## src/rtl/alu_share_if.sv

```systemverilog
// alu_share_if: request, ALU and response bus of alu_share_ctrl.
// slave = controller side, master = requesters / ALU / consumer side.
// ALU_OVF_TRAP_EN adds the sticky ovf_trap signal.
interface alu_share_if #(
  parameter int WIDTH = 32,
  parameter int OPW   = 4
);
  logic             req0_valid;
  logic             req0_ready;
  logic [OPW-1:0]   req0_op;
  logic [WIDTH-1:0] req0_a;
  logic [WIDTH-1:0] req0_b;
  logic             req0_setf;
  logic             req1_valid;
  logic             req1_ready;
  logic [OPW-1:0]   req1_op;
  logic [WIDTH-1:0] req1_a;
  logic [WIDTH-1:0] req1_b;
  logic             req1_setf;
  logic [OPW-1:0]   alu_op;
  logic [WIDTH-1:0] alu_a;
  logic [WIDTH-1:0] alu_b;
  logic [WIDTH-1:0] alu_r;
  logic             alu_n;
  logic             alu_z;
  logic             alu_c;
  logic             alu_v;
  logic             rsp_valid;
  logic             rsp_ready;
  logic             rsp_id;
  logic [WIDTH-1:0] rsp_r;
  logic [3:0]       rsp_flags;
  logic [3:0]       status_nzcv;
  logic             busy;
`ifdef ALU_OVF_TRAP_EN
  logic             ovf_trap;
`endif

  modport slave (
    input  req0_valid, req0_op, req0_a, req0_b, req0_setf,
    input  req1_valid, req1_op, req1_a, req1_b, req1_setf,
    output req0_ready, req1_ready,
    output alu_op, alu_a, alu_b,
    input  alu_r, alu_n, alu_z, alu_c, alu_v,
    output rsp_valid, rsp_id, rsp_r, rsp_flags,
    input  rsp_ready,
`ifdef ALU_OVF_TRAP_EN
    output ovf_trap,
`endif
    output status_nzcv, busy
  );

  modport master (
    output req0_valid, req0_op, req0_a, req0_b, req0_setf,
    output req1_valid, req1_op, req1_a, req1_b, req1_setf,
    input  req0_ready, req1_ready,
    input  alu_op, alu_a, alu_b,
    output alu_r, alu_n, alu_z, alu_c, alu_v,
    input  rsp_valid, rsp_id, rsp_r, rsp_flags,
    output rsp_ready,
`ifdef ALU_OVF_TRAP_EN
    input  ovf_trap,
`endif
    input  status_nzcv, busy
  );
endinterface

```

## src/rtl/alu_share_ctrl.sv

```systemverilog
// alu_share_ctrl: round-robin sharing of one combinational ALU between two
// requesters, with a registered operand bus, a held response channel and an
// architectural NZCV register. Define ALU_OVF_TRAP_EN for the sticky
// overflow trap that blocks flag-setting requests once set.
//
// state | meaning
// IDLE  | waiting for a request; grant and ready are combinational
// EXEC  | latched operands on the ALU bus; result captured at the edge
// RESP  | response held until rsp_ready
module alu_share_ctrl #(
  parameter int WIDTH = 32,
  parameter int OPW   = 4
) (
  input logic        clk,
  input logic        rst,
  alu_share_if.slave bus
);
  localparam logic [1:0] S_IDLE = 2'd0;
  localparam logic [1:0] S_EXEC = 2'd1;
  localparam logic [1:0] S_RESP = 2'd2;

  logic [1:0]       state;
  logic             ptr;      // 1: requester 1 wins a tie
  logic [OPW-1:0]   op_q;
  logic [WIDTH-1:0] a_q;
  logic [WIDTH-1:0] b_q;
  logic             setf_q;
  logic             id_q;
  logic             rsp_valid_q;
  logic             rsp_id_q;
  logic [WIDTH-1:0] rsp_r_q;
  logic [3:0]       rsp_flags_q;
  logic [3:0]       status_q;
  logic [3:0]       alu_flags;
  logic             blocked0;
  logic             blocked1;
  logic             elig0;
  logic             elig1;
  logic             take0;
  logic             take1;

  assign alu_flags = {bus.alu_n, bus.alu_z, bus.alu_c, bus.alu_v};

`ifdef ALU_OVF_TRAP_EN
  logic trap_q;

  assign blocked0     = trap_q & bus.req0_setf;
  assign blocked1     = trap_q & bus.req1_setf;
  assign bus.ovf_trap = trap_q;

  // Sticky trap: an overflowing flag-setting op latches it until reset.
  always_ff @(posedge clk) begin
    if (rst) begin
      trap_q <= 1'b0;
    end else if (state == S_EXEC && setf_q && bus.alu_v) begin
      trap_q <= 1'b1;
    end
  end
`else
  assign blocked0 = 1'b0;
  assign blocked1 = 1'b0;
`endif

  // Grant: a lone eligible requester always wins; ties go to the pointer.
  always_comb begin
    elig0 = bus.req0_valid & ~blocked0;
    elig1 = bus.req1_valid & ~blocked1;
    take0 = (state == S_IDLE) & elig0 & (~elig1 | ~ptr);
    take1 = (state == S_IDLE) & elig1 & (~elig0 | ptr);
  end

  assign bus.req0_ready  = take0;
  assign bus.req1_ready  = take1;
  assign bus.alu_op      = (state != S_IDLE) ? op_q : '0;
  assign bus.alu_a       = (state != S_IDLE) ? a_q  : '0;
  assign bus.alu_b       = (state != S_IDLE) ? b_q  : '0;
  assign bus.rsp_valid   = rsp_valid_q;
  assign bus.rsp_id      = rsp_id_q;
  assign bus.rsp_r       = rsp_r_q;
  assign bus.rsp_flags   = rsp_flags_q;
  assign bus.status_nzcv = status_q;
  assign bus.busy        = (state != S_IDLE);

  // Sequencer: accept, execute for one cycle, hold the response until taken.
  always_ff @(posedge clk) begin
    if (rst) begin
      state       <= S_IDLE;
      ptr         <= 1'b0;
      op_q        <= '0;
      a_q         <= '0;
      b_q         <= '0;
      setf_q      <= 1'b0;
      id_q        <= 1'b0;
      rsp_valid_q <= 1'b0;
      rsp_id_q    <= 1'b0;
      rsp_r_q     <= '0;
      rsp_flags_q <= '0;
      status_q    <= '0;
    end else begin
      case (state)
        S_IDLE: begin
          if (take0 | take1) begin
            op_q   <= take1 ? bus.req1_op   : bus.req0_op;
            a_q    <= take1 ? bus.req1_a    : bus.req0_a;
            b_q    <= take1 ? bus.req1_b    : bus.req0_b;
            setf_q <= take1 ? bus.req1_setf : bus.req0_setf;
            id_q   <= take1;
            ptr    <= take0;
            state  <= S_EXEC;
          end
        end
        S_EXEC: begin
          rsp_r_q     <= bus.alu_r;
          rsp_flags_q <= alu_flags;
          rsp_id_q    <= id_q;
          rsp_valid_q <= 1'b1;
          if (setf_q) begin
            status_q <= alu_flags;
          end
          state <= S_RESP;
        end
        S_RESP: begin
          if (bus.rsp_ready) begin
            rsp_valid_q <= 1'b0;
            state       <= S_IDLE;
          end
        end
        default: state <= S_IDLE;
      endcase
    end
  end
endmodule

```

## src/flat_wrapper.sv

```systemverilog
// flat-port wrapper written by rule: the top's interface ports become plain ports
module alu_share_ctrl_flat 
#(
  parameter int WIDTH = 32,
  parameter int OPW   = 4
)
  (clk, rst, bus_req0_valid, bus_req0_op, bus_req0_a, bus_req0_b, bus_req0_setf, bus_req1_valid, bus_req1_op, bus_req1_a, bus_req1_b, bus_req1_setf, bus_req0_ready, bus_req1_ready, bus_alu_op, bus_alu_a, bus_alu_b, bus_alu_r, bus_alu_n, bus_alu_z, bus_alu_c, bus_alu_v, bus_rsp_valid, bus_rsp_id, bus_rsp_r, bus_rsp_flags, bus_rsp_ready, bus_status_nzcv, bus_busy);
  alu_share_if #(.WIDTH(WIDTH), .OPW(OPW)) bus_i ();
  input logic clk;
  input logic rst;
  input wire logic [$bits(bus_i.req0_valid)-1:0] bus_req0_valid;
  input wire logic [$bits(bus_i.req0_op)-1:0] bus_req0_op;
  input wire logic [$bits(bus_i.req0_a)-1:0] bus_req0_a;
  input wire logic [$bits(bus_i.req0_b)-1:0] bus_req0_b;
  input wire logic [$bits(bus_i.req0_setf)-1:0] bus_req0_setf;
  input wire logic [$bits(bus_i.req1_valid)-1:0] bus_req1_valid;
  input wire logic [$bits(bus_i.req1_op)-1:0] bus_req1_op;
  input wire logic [$bits(bus_i.req1_a)-1:0] bus_req1_a;
  input wire logic [$bits(bus_i.req1_b)-1:0] bus_req1_b;
  input wire logic [$bits(bus_i.req1_setf)-1:0] bus_req1_setf;
  output wire logic [$bits(bus_i.req0_ready)-1:0] bus_req0_ready;
  output wire logic [$bits(bus_i.req1_ready)-1:0] bus_req1_ready;
  output wire logic [$bits(bus_i.alu_op)-1:0] bus_alu_op;
  output wire logic [$bits(bus_i.alu_a)-1:0] bus_alu_a;
  output wire logic [$bits(bus_i.alu_b)-1:0] bus_alu_b;
  input wire logic [$bits(bus_i.alu_r)-1:0] bus_alu_r;
  input wire logic [$bits(bus_i.alu_n)-1:0] bus_alu_n;
  input wire logic [$bits(bus_i.alu_z)-1:0] bus_alu_z;
  input wire logic [$bits(bus_i.alu_c)-1:0] bus_alu_c;
  input wire logic [$bits(bus_i.alu_v)-1:0] bus_alu_v;
  output wire logic [$bits(bus_i.rsp_valid)-1:0] bus_rsp_valid;
  output wire logic [$bits(bus_i.rsp_id)-1:0] bus_rsp_id;
  output wire logic [$bits(bus_i.rsp_r)-1:0] bus_rsp_r;
  output wire logic [$bits(bus_i.rsp_flags)-1:0] bus_rsp_flags;
  input wire logic [$bits(bus_i.rsp_ready)-1:0] bus_rsp_ready;
  output wire logic [$bits(bus_i.status_nzcv)-1:0] bus_status_nzcv;
  output wire logic [$bits(bus_i.busy)-1:0] bus_busy;
  assign bus_i.req0_valid = bus_req0_valid;
  assign bus_i.req0_op = bus_req0_op;
  assign bus_i.req0_a = bus_req0_a;
  assign bus_i.req0_b = bus_req0_b;
  assign bus_i.req0_setf = bus_req0_setf;
  assign bus_i.req1_valid = bus_req1_valid;
  assign bus_i.req1_op = bus_req1_op;
  assign bus_i.req1_a = bus_req1_a;
  assign bus_i.req1_b = bus_req1_b;
  assign bus_i.req1_setf = bus_req1_setf;
  assign bus_req0_ready = bus_i.req0_ready;
  assign bus_req1_ready = bus_i.req1_ready;
  assign bus_alu_op = bus_i.alu_op;
  assign bus_alu_a = bus_i.alu_a;
  assign bus_alu_b = bus_i.alu_b;
  assign bus_i.alu_r = bus_alu_r;
  assign bus_i.alu_n = bus_alu_n;
  assign bus_i.alu_z = bus_alu_z;
  assign bus_i.alu_c = bus_alu_c;
  assign bus_i.alu_v = bus_alu_v;
  assign bus_rsp_valid = bus_i.rsp_valid;
  assign bus_rsp_id = bus_i.rsp_id;
  assign bus_rsp_r = bus_i.rsp_r;
  assign bus_rsp_flags = bus_i.rsp_flags;
  assign bus_i.rsp_ready = bus_rsp_ready;
  assign bus_status_nzcv = bus_i.status_nzcv;
  assign bus_busy = bus_i.busy;
  alu_share_ctrl #(.WIDTH(WIDTH), .OPW(OPW)) u_core (.clk(clk), .rst(rst), .bus(bus_i));
endmodule
```

## config.mk

```make
export PLATFORM = sky130hd
export DESIGN_NAME = alu_share_ctrl_flat
export DESIGN_NICKNAME = d
export VERILOG_FILES = /design/src/rtl/alu_share_if.sv /design/src/rtl/alu_share_ctrl.sv /design/src/flat_wrapper.sv
export SDC_FILE = /design/constraint.sdc
export NUM_CORES = 1
export LEC_CHECK = 0
export ABC_CLOCK_PERIOD_IN_PS = 1860
export CAP_MARGIN = 40
export CORE_AREA = 4 4 112 114
export CTS_BUF_LIST = sky130_fd_sc_hd__clkbuf_16
export CTS_CLUSTER_SIZE = 10
export DETAILED_ROUTE_END_ITERATION = 6
export DIE_AREA = 0 0 116 118
export DONT_BUFFER_PORTS = 1
export PLACE_DENSITY = 0.7
export SLEW_MARGIN = 10
export SYNTH_ARGS = -nofsm -noshare
export SYNTH_HDL_FRONTEND = slang
export SYNTH_SLANG_ARGS = --single-unit
```

## constraint.sdc

```tcl
create_clock -name clk -period 1.86 [get_ports clk]
set_input_delay 0.372 -clock clk [delete_from_list [all_inputs] [get_ports clk]]
set_output_delay 0.372 -clock clk [all_outputs]
set_load 0.02 [all_outputs]
```

-- After elaboration in Yosys (flattened, before gate mapping)
Cells that the tools add are included.
Widths: inputs -> output; s select.
- register bits: 115
- input port bits: 179
- equal/unequal tests: 4
- muxes and demuxes: 12
- bitwise gates (word level): 10
- reduce and logical (&&, ||, !) cells: 7
- operators with widths (kind ; count):
    $mux 32 ; 4
    $mux 4 ; 2
    $reduce_and 2->1 ; 4
    $pmux 2 s3 ; 1
    $and 1x1->1 ; 4
    $mux 2 ; 2
    $ne 2x2->1 const B ; 2
    $reduce_bool 2->1 ; 2
    $not 1->1 ; 3
    $or 1x1->1 ; 3
    $eq 2x1->1 const B ; 1
    $eq 2x2->1 const B ; 1
    $logic_not 2->1 ; 1
    $mux 1 ; 2
    $pmux 1 s2 ; 1

-- Longest topological paths before layout
Gate-level depths: netlist of the first run.
- word-level depth: 6
- mapped depth: 6
- gate-level depth less buffers: 3

-- Least setup slack after synthesis of the first run
No wires, ideal clock.
- kind: register to output
- from: register u_core.state[1]
- to: output bus_req1_ready
- data arrival time: 1.389 ns
- required time: 1.488 ns
- path slack: 0.099 ns
- cell stages (with the launch flop): 6
- buffers on the path: 3
- cells stage by stage: dfxtp_1 -> buf_6 -> or3b_1 -> buf_2 -> buf_6 -> nor2_1
- cells in the longest elaborated chain, start to end: 3
- RTL lines (element ; RTL line ; source):
    from (decl) ; alu_share_ctrl.sv:22 ; logic [1:0] state;
    from (signal assigned) ; alu_share_ctrl.sv:87 ; state <= S_IDLE;
    from (signal assigned) ; alu_share_ctrl.sv:109 ; state <= S_EXEC;
    from (signal assigned) ; alu_share_ctrl.sv:120 ; state <= S_RESP;
    $logic_not 2->1 ; alu_share_ctrl.sv:69 ; take1 = (state == S_IDLE) & elig1 & (~elig0 | ptr);
    $and 1x1->1 (2 in series) ; alu_share_ctrl.sv:69 ;
    to (decl) ; flat_wrapper.sv:22 ; output wire logic [$bits(bus_i.req1_ready)-1:0] bus_req1_ready;
No other way between the ends.

-- Final worst setup path of the first run
- from: register u_core.state[0]
- to: output bus_alu_op[3]
- cells in the longest elaborated chain, start to end: 2
- RTL lines (element ; RTL line ; source):
    $reduce_bool 2->1 ; alu_share_ctrl.sv:74 ; assign bus.alu_op = (state != S_IDLE) ? op_q : '0;
    $mux 4 ; alu_share_ctrl.sv:74 ;
    to (decl) ; flat_wrapper.sv:23 ; output wire logic [$bits(bus_i.alu_op)-1:0] bus_alu_op;
No other way between the ends.

==> impl_metrics.csv, run 1 <==
group,metric,value,unit
status,status,"complete, but fails checks",
status,violations,"setup timing",
sta,layout_setup_ws,-0.1350,ns
sta,fmax,501.2,MHz
synthesis,netlist_instances,691,
floorplanning,design.core.area,11420,um^2
critical_path,reg2reg_to,"u_core.b_q[28]",
sta,slew_viol_final,0,
clock_tree,htreeDepth,4,
synthesis,ys_seq_area_share,41.64,%
critical_path,endpoint_kind,"output pin",
critical_path,arrival,1.62,ns
sta,worst_pin_slew,0.8228,ns
floorplanning,pin_count,292,
synthesis,yosys_warnings,0,
min_path,worstHoldPathCells,1,
route,drt_first_pass_iters,5,
route,ant_nets,0,
global_routing,grt_usage,24.74,%
placed_design,placed_cells,770,
sta,min_period_over_period,107.3,%
synthesis,synth_cell_types,27,
synthesis,synth_edf_count,0,
sta,rsz0062_at_grt,"true",
sta,holdWs,0.04206,ns
critical_path,crit_chain,"buf_6, nor2_4, clkinvlp_4, buf_12, clkbuf_16, and2_4",
finish,fillers,1059,
clock_tree,clk_pin_slew,0.05,ns
critical_path,timing.rr.start,"u_core.state[0]",
clock_tree,clk_path_buf_depth,2,
critical_path,ff2ff_path_depth,5,
synthesis,ys_ff_latch,115,
finish,area_delta_synth_final,15.82,%
sta,post-route-min-period,1.995,ns
placed_design,gp_congestion,0.7927,
clock_tree,cts_buffers,17,
route,avgRoutedWirePerCell,22.27,um
min_path,hp-class,"in -> reg",
critical_path,cp_max_fo,9,
floorplanning,die_area,13690,um^2
global_routing,grt_pass1_vias,5142,
global_routing,overflow,0,
finish,mostFrequentLayoutCells,"dfxtp_1 (114), a21oi_1 (112), nand2_1 (79)",
power_and_ir_drop,power_density,1199,nW/um^2
sta,fin_worst_skew,0.004273,ns
route,drt_iter0_drc,606,
global_routing,grt_pass1_wl,26850,um
synthesis,synth.area.top_cells,"dfxtp_1 (42%), a311oi_1 (11%), a21oi_1 (10%)",
route,post-route-drc-count,0,
synthesis,synth_top_area_cell,"dfxtp_1",
floorplanning,std_cell_rows,39,
global_routing,antenna_found_initial,0,
clock_tree,cts_sinks,115,
synthesis,synth_flop_cell,"dfxtp_1",
power_and_ir_drop,ir_worst_vdd,0.9715,mV
finish,multi_input_area,2949,um^2
finish,drive_above_1_share,20.90,%
floorplanning,start_util,48.42,%
synthesis,syn_avg_cell_area,8.002,um^2
clock_tree,clockRootBuffer,"clkbuf_16",
synthesis,syn_nets,870,
synthesis,synth_area,5529,um^2
floorplanning,die_w,116,um
synthesis,synth_top_area_share,41.64,%
clock_tree,clock_latency,0.41,ns
floorplanning,die-height,118,um
global_routing,grt_max_degree,116,
global_routing,globalRouteMet1Util,27.02,%
clock_tree,hold_buffers,0,
route,avgViaCountPerCell,6.483,
critical_path,critical_path.max_stage_delay,0.36,ns
critical_path,reg2reg_slack,0.05,ns
global_routing,met2_usage,41.44,%
finish,layout.nets,833,
sta,hold_violations,0,
min_path,min_to,"u_core.op_q[3]",
run,maxCapViolCount,0,
global_routing,grtUsageMet3,9.203,%
finish,antenna_cells,0,
finish,seqCellArea,2306,um^2
critical_path,worstSetupStartpointType,"flip-flop",
global_routing,busiest_layer,"met2",
sta,relSlewSlack,45.14,%
synthesis,synthArstFlopShare,0,%
finish,stdcell_count,808,
critical_path,worstSetupPathType,"reg -> out",
route,vias,5238,
clock_tree,cts_tree,"yes",
finish,final_common_cell,"dfxtp_1",
min_path,min_from,"rst",
placed_design,io_buffers,0,
placed_design,dp_hpwl,11410,um
critical_path,cp_slowest_cell,"dfxtp_4",
sta,setup_viol,69,
critical_path,critPathRequiredTime,1.49,ns
power_and_ir_drop,leakage,2.241,nW
route,wl,17990,um
[metal layers]
metal | vias to the layer above | wire (um)
met2 | 301 | 9206
met3 | 51 | 1675
met1 | 2468 | 6481
li1 | 2418 | -
met4 | 0 | 630
met5 | - | 0
[sequential cells by signal, indices dropped and copies added, names as in the netlist]
name,cells
u_core.bus.rsp_valid,1
u_core.bus.rsp_r,32
u_core.bus.status_nzcv,4
u_core.ptr,1
u_core.bus.rsp_flags,4
u_core.op_q,4
u_core.setf_q,1
u_core.a_q,32
u_core.b_q,32
u_core.bus.rsp_id,1
u_core.id_q,1
u_core.state,2
[cell usage after synthesis (2+ instances only)]
| cell type | instances |
|---|---|
| a311oi_1 | 69 |
| or3b_2 | 2 |
| nor2b_1 | 2 |
| a21oi_1 | 113 |
| nand2b_1 | 2 |
| and2_1 | 68 |
| nand2_1 | 79 |
| nand3_1 | 73 |
| nor2_1 | 3 |
| o21ai_0 | 52 |
| nand3b_1 | 2 |
| buf_1 | 3 |
| o21ai_1 | 18 |
| buf_6 | 16 |
| clkbuf_1 | 40 |
| buf_2 | 23 |
| buf_4 | 2 |
| dfxtp_1 | 115 |
[critical path: cells and delay by family (launching register included)]
kind	cells	cell delay (ns)
buffers and inverters	4	0.56
DFF	1	0.36
and+or+nand+nor	2	0.29
[kinds of logic after synthesis]
kind of cell	count (synthesis)	synth area share, %
simple gates	238	22.13
flops	115	41.64
compound gates	253	27.63
buf+inv	85	8.599
[cell type report]
class | count | area share [%]
clock inverters | 13 | 2.267
well taps | 143 | 2.794
clock buffers | 17 | 6.643
repair buffers | 27 | 6.116
flip-flops and latches | 115 | 36.01
multi-input cells | 492 | 46.05
inverters | 1 | 0.1172
[power by group]
part / switching, mW / internal [mW] / leakage [nW]
registers: 0.232 / 2.73 / 0.950
logic: 0.936 / 0.615 / 1.01
clock network: 1.11 / 2.06 / 0.279
total: 2.27 / 5.40 / 2.24
[worst max path at each step]
stage / from / end / slack, ns / depth (start not counted)
2_1_floorplan: u_core.state[1] / bus_req1_ready / 0.1 / 5
3_3_place_gp: u_core.state[0] / bus_alu_a[16] / 0.22 / 5
3_5_place_dp: u_core.state[1] / u_core.a_q[11] / 0.16 / 4
4_1_cts: u_core.state[0] / bus_alu_a[28] / -0.18 / 6
5_1_grt: u_core.state[0] / bus_alu_op[3] / -0.18 / 6
6_report: u_core.state[0] / bus_alu_op[3] / -0.14 / 6
[timing repair]
action	4_1_cts	5_1_grt
resized for setup	124	26
cloned	2	3
pin swaps	18	28
buffers inserted	3	0
setup endpoints to repair	70	81
[stage by stage]
stage	total power [mW]	worst slack [ns]	setup TNS, ns	area (um^2)	utilization [%]
2_1_floorplan	4.057	0.09903	0	5529	-
4_1_cts	7.622	-0.1849	-9.057	6290	55.08
5_1_grt	8.003	-0.1821	-11.16	6404	56.08
6_report	7.678	-0.1350	-7.664	6404	56.08
3_5_place_dp	4.286	0.1594	0	5468	47.89
3_3_place_gp	4.229	0.2165	0	5468	47.89
Power figures use the tool's default switching activity.
==> run 2, diff against run 1 <==
==> constraint.sdc (replaced) <==
create_clock -name clk -period 1.86 [get_ports clk]
set_input_delay 0.186 -clock clk [delete_from_list [all_inputs] [get_ports clk]]
set_output_delay 0.186 -clock clk [all_outputs]
set_load 0.02 [all_outputs]
==> run 2 against run 1 <==
  * The run ends with hold timing left
  * Count of clock-buffer cells in the layout unchanged
  * Total power increased by 0.26%
  * First-iteration DRC count decreased by 11%
  * Flip-flop and latch count unchanged
  * Worst hold slack got worse by 0.18 ns
  * Sequential power about the same
  * Critical path depth decreased by 2
  * Final cell count decreased by 0.12%
  * Clock power increased by 8.2%
  * Global-route usage decreased by 0.51 points
  * Combinational power decreased by 15%
  * Critical path type unchanged
==> impl_metrics.csv, run 2 (same netlist as run 1, synthesis figures left out) <==
group,metric,value,unit
route,ant_nets,0,
clock_tree,clockRootBuffer,"clkbuf_16",
floorplanning,die_area,13690,um^2
sta,post-route-min-period,1.791,ns
global_routing,grt_pass1_vias,5179,
clock_tree,cts_sinks,115,
global_routing,antenna_found_initial,0,
finish,area_delta_synth_final,12.17,%
status,violations,"hold timing",
critical_path,arrival,1.61,ns
sta,final.setup.tns,0,ns
finish,mostFrequentLayoutCells,"dfxtp_1 (113), a21oi_1 (112), nand2_1 (79)",
clock_tree,hold_buffers,7,
run,maxCapViolCount,0,
sta,fmax,558.3,MHz
route,vias,5224,
floorplanning,std_cell_rows,39,
route,avgRoutedWirePerCell,21.18,um
sta,hold_violations,108,
power_and_ir_drop,combPwrFrac,17.2,%
power_and_ir_drop,ir_worst_vdd,0.8374,mV
floorplanning,start_util,48.42,%
route,avgViaCountPerCell,6.473,
sta,min_period_over_period,96.30,%
clock_tree,cts_tree,"yes",
placed_design,dp_hpwl,11180,um
global_routing,overflow,0,
global_routing,grt_pass1_wl,26760,um
sta,relSlewSlack,45.38,%
placed_design,place_area,5460,um^2
power_and_ir_drop,power_frac_seq,38.3,%
finish,drive_above_1_share,9.187,%
power_and_ir_drop,clkPwrFrac,44.5,%
global_routing,grt_usage,24.23,%
clock_tree,clock_latency,0.40,ns
finish,antenna_cells,0,
power_and_ir_drop,power_density,1241,nW/um^2
floorplanning,die-height,118,um
route,drt_iter0_drc,539,
finish,finalInstanceArea,6202,um^2
clock_tree,post_cts_buffers,0,
min_path,hp-class,"in -> reg",
clock_tree,cts_buffers,17,
finish,final_common_cell,"dfxtp_1",
placed_design,io_buffers,0,
route,post-route-drc-count,0,
finish,fillers,1068,
global_routing,grt_max_degree,116,
critical_path,cp_max_fo,6,
power_and_ir_drop,switching_share,28.35,%
finish,layout.nets,832,
critical_path,endpoint_kind,"output pin",
critical_path,critPathRequiredTime,1.67,ns
route,wl,17090,um
sta,worst_pin_slew,0.8193,ns
placed_design,gp_congestion,0.7987,
sta,rsz0062_at_grt,"false",
finish,stdcell_count,807,
sta,setup_viol,0,
critical_path,worstSetupStartpointType,"flip-flop",
floorplanning,pin_count,292,
critical_path,worstSetupPathType,"reg -> out",
sta,fin_worst_skew,0.004787,ns
power_and_ir_drop,leakage,2.140,nW
floorplanning,die_w,116,um
clock_tree,htreeDepth,4,
sta,holdWs,-0.1364,ns
power_and_ir_drop,p_int,5.516,mW
clock_tree,clk_path_buf_depth,2,
placed_design,placed_cells,769,
clock_tree,clk_pin_slew,0.05,ns
power_and_ir_drop,p_sw,2.183,mW
status,status,"complete, but fails checks",
route,drt_first_pass_iters,5,
floorplanning,design.core.area,11420,um^2
sta,slew_viol_final,0,
-- run 2: cell types whose count changed in the layout (fill, tap and decap cells not counted), sizes merged --
cell and change:
bufinv +2, and2 -1, clkbuf -1, clkinvlp -2, dlygate4sd3 +7, buf -6
-- run 2: area by class of cell --
type	instances	area, um^2	area share [%]
flip-flops and latches	115	2307	37.20
clock buffers	17	425.4	6.859
clock inverters	13	191.4	3.087
multi-input cells	491	2771	44.68
well taps	143	178.9	2.885
inverters	1	3.754	0.06052
repair buffers	27	324.1	5.225
-- run 2: layer usage --
metal  vias up  track usage (%)  share of wire [%]
li1       2406                -                  -
met1      2465            27.26                 36
met2       310            40.83                 50
met3        43            8.689                 10
met4         0            10.30                2.9
met5         -                0                  0
-- run 2: power by group through the flow --
| stage | Combinational, mW | Sequential [mW] | Clock [mW] |
|---|---|---|---|
| after global placement | 1.25 | 2.98 | 0 |
| after floorplan | 1.12 | 2.93 | 0 |
| final | 1.32 | 2.95 | 3.43 |
| after CTS | 1.31 | 2.94 | 3.48 |
| after global routing | 1.47 | 2.97 | 3.58 |
| after detailed placement | 1.29 | 2.99 | 0 |
-- run 2: per-stage QoR --
step	hold slack (ns)	setup WS, ns	total power [mW]	utilization [%]
after floorplan	0.3220	0.2850	4.057	-
after global placement	0.2683	0.2132	4.224	47.82
after detailed placement	0.2702	0.1564	4.279	47.82
after CTS	-0.1622	0.04455	7.731	54.03
after global routing	-0.1655	0.01679	8.020	54.32
final	-0.1364	0.06887	7.698	54.32
-- run 2: worst max-delay path: stages, from the launching register on --
cell	delay, ns
dfxtp_4	0.36
buf_4	0.15
or3b_4	0.39
a21oi_2	0.15
buf_6	0.14
-- run 2: path summary, 6_finish.rpt --
kind	startpoint	to	slack, ns	cells after the start
setup reg to reg	u_core.state[0]	u_core.id_q	0.09	5
hold / removal	rst	u_core.b_q[25]	-0.14	1
hold reg to reg	u_core.id_q	u_core.bus.rsp_id	0.46	2
setup / recovery	u_core.state[0]	bus_req0_ready	0.07	4
-- run 2: repair_timing --
action	in CTS	in global routing
endpoints found under the hold margin	115	108
pin swaps	0	0
gates resized for setup	8	2
setup endpoints to repair	2	4
gates cloned	0	1
==> run 3, diff against run 2 <==
- ABC_AREA: unset -> 1
- CORE_AREA: 4 4 112 114 -> 4 4 110 112
- DIE_AREA: 0 0 116 118 -> 0 0 114 116
- PLACE_DENSITY: 0.7 -> 0.73
==> run 3 against run 2 <==
  * The run now ends clean
  * Combinational power up 35%
  * Via count rose by 15%
  * Synthesized cell count is 28% higher
  * Die area fell by 3.4%
  * Utilization grew 10 points
  * Non-clock buffer count increased by 84
  * Sequential power is 2% higher
  * Clock skew grew 0.0063 ns
==> impl_metrics.csv, run 3 <==
group,metric,value,unit
status,status,"completed",
critical_path,critPathTopFamily,"simple AND/OR/NAND/NOR gates",
finish,stdcell_count,1100,
placed_design,gp_congestion,0.8000,
synthesis,synthTopCellsByCount,"nand2_1 (147), inv_1 (145), nor2_1 (143)",
min_path,hp-class,"in -> reg",
global_routing,grt_max_degree,77,
power_and_ir_drop,ir_worst_vdd,0.6721,mV
floorplanning,pin_count,292,
power_and_ir_drop,finalPower,7.675,mW
route,wl,17900,um
route,avgRoutedWirePerCell,16.27,um
route,ant_nets,0,
min_path,worstHoldPathCells,4,
synthesis,synth_top_area_share,40.69,%
clock_tree,clk_pin_slew,0.06,ns
critical_path,worstSetupStartpointType,"flip-flop",
clock_tree,cts_tree,"yes",
floorplanning,die_area,13220,um^2
route,drt_iter0_drc,556,
power_and_ir_drop,leakage,3.529,nW
global_routing,overflow,0,
sta,layout_setup_ws,0.1126,ns
critical_path,cp.depth,3,
global_routing,grt_pass1_wl,27120,um
critical_path,critPathRequiredTime,1.67,ns
critical_path,arrival,1.56,ns
sta,slew_viol_final,0,
sta,post-route-min-period,1.747,ns
floorplanning,die_w,114,um
sta,setup_viol,0,
floorplanning,std_cell_rows,39,
sta,rsz0062_at_grt,"false",
sta,worst_pin_slew,0.6276,ns
clock_tree,htreeDepth,4,
floorplanning,start_util,50.41,%
finish,layout.nets,1124,
sta,hold_violations,0,
finish,drive_above_1_share,5.126,%
synthesis,synth_area,5658,um^2
synthesis,synth_flop_cell,"dfxtp_1",
sta,fmax,572.3,MHz
global_routing,grt_usage,25.32,%
synthesis,yosysMostFrequentCell,"nand2_1",
critical_path,critPathBufInv,1,
synthesis,synthArstFlopShare,0,%
synthesis,netlist_instances,886,
sta,fin_worst_skew,0.01106,ns
synthesis,yosys_warnings,0,
sta,final.setup.tns,0,ns
clock_tree,cts_sinks,115,
global_routing,antenna_found_initial,1,
placed_design,io_buffers,0,
critical_path,ff2ff_path_depth,7,
critical_path,crit_chain,"nor2_4, buf_12, nor2_1",
route,drt_first_pass_iters,5,
global_routing,grt_pass1_vias,5440,
synthesis,ys_ff_latch,115,
placed_design,dp_hpwl,10880,um
route,avgViaCountPerCell,5.471,
floorplanning,die-height,116,um
synthesis,ys_seq_area_share,40.69,%
power_and_ir_drop,power_density,1063,nW/um^2
synthesis,synth_edf_count,0,
synthesis,synth_top_area_cell,"dfxtp_1",
finish,mostFrequentLayoutCells,"inv_1 (146), nand2_1 (146), nor2_1 (143)",
critical_path,critical_path.max_stage_delay,0.41,ns
synthesis,syn_nets,1065,
clock_tree,clock_latency,0.40,ns
critical_path,worstSetupPathType,"reg -> out",
placed_design,placed_cells,972,
finish,fillers,946,
floorplanning,design.core.area,11220,um^2
clock_tree,cts_buffers,17,
finish,multi_input_area,2519,um^2
finish,seqCellArea,2302,um^2
synthesis,synth_cell_types,17,
synthesis,syn_avg_cell_area,6.386,um^2
finish,area_delta_synth_final,27.62,%
critical_path,endpoint_kind,"output pin",
run,maxCapViolCount,0,
placed_design,place_ws,0.3935,ns
clock_tree,clk_path_buf_depth,2,
sta,min_period_over_period,93.95,%
sta,relSlewSlack,58.10,%
critical_path,cp_max_fo,71,
synthesis,synth.area.top_cells,"dfxtp_1 (41%), nand2_1 (9.8%), inv_1 (9.6%)",
route,vias,6018,
critical_path,cp_slowest_cell,"dfxtp_1",
route,post-route-drc-count,0,
clock_tree,clockRootBuffer,"clkbuf_16",
run 3: through the flow:
step	cell area [um^2]	hold WS (ns)	util (%)
final	7221	0.01286	64.34
after global routing	7221	0.002901	64.34
after CTS	7218	0.0007643	64.31
after detailed placement	5707	0.2702	50.85
after global placement	5707	0.2697	50.85
after floorplan	5658	0.2970	-
run 3: final timing paths:
| check | slack (ns) | to | start |
|---|---|---|---|
| min reg2reg | 0.47 | u_core.id_q | u_core.id_q |
| max reg2reg | 0.37 | u_core.a_q[4] | u_core.state[0] |
| max | 0.11 | bus_alu_a[2] | u_core.state[1] |
| min | 0.01 | u_core.a_q[30] | bus_req0_a[30] |
run 3: metal layers:
layer  wire (um)  global-route usage, %  share of wire [%]  vias up
li1            -                      -                  -     2913
met1        6924                  29.24                 39     2704
met2        8749                  43.68                 49      361
met3        1778                  8.094                9.9       40
met4         449                  9.976                2.5        0
met5           0                      0                  0        -
run 3: what timing repair did:
action,in CTS,in global routing
setup buffers,0,0
resized for setup,0,0
hold buffers,97,0
hold endpoints to repair,114,0
setup endpoints to repair,0,1
run 3: report_power, final:
part	internal, mW	switching (mW)	total (mW)
clock network	1.79	1.09	2.88
logic	0.594	1.18	1.78
registers	2.78	0.239	3.02
run 3: tightest hold or removal path: cells and delay by family:
kind,cells,cell delay (ns)
AND/OR/NAND/NOR,3,0.15
buffers and inverters,1,0.05
run 3: kinds of logic (layout without fill, tap and decap cells):
group | Yosys count | after routing | share of synthesized area [%]
simple gates | 437 | 437 | 33.90
buf+inv | 218 | 288 | 14.93
compound gates | 116 | 116 | 10.48
flops | 115 | 115 | 40.69
other cells | 0 | 1 | 0
run 3: cell type report:
type                       instances  share of cell area (%)
multi-input combinational        553                   34.88
sequential                       115                   31.88
timing repair buffer             111                   15.84
inverter                         147                   7.642
clock buffer                      17                   5.892
tap                              143                   2.478
clock inverter                    13                   1.352
antenna                            1                 0.03466
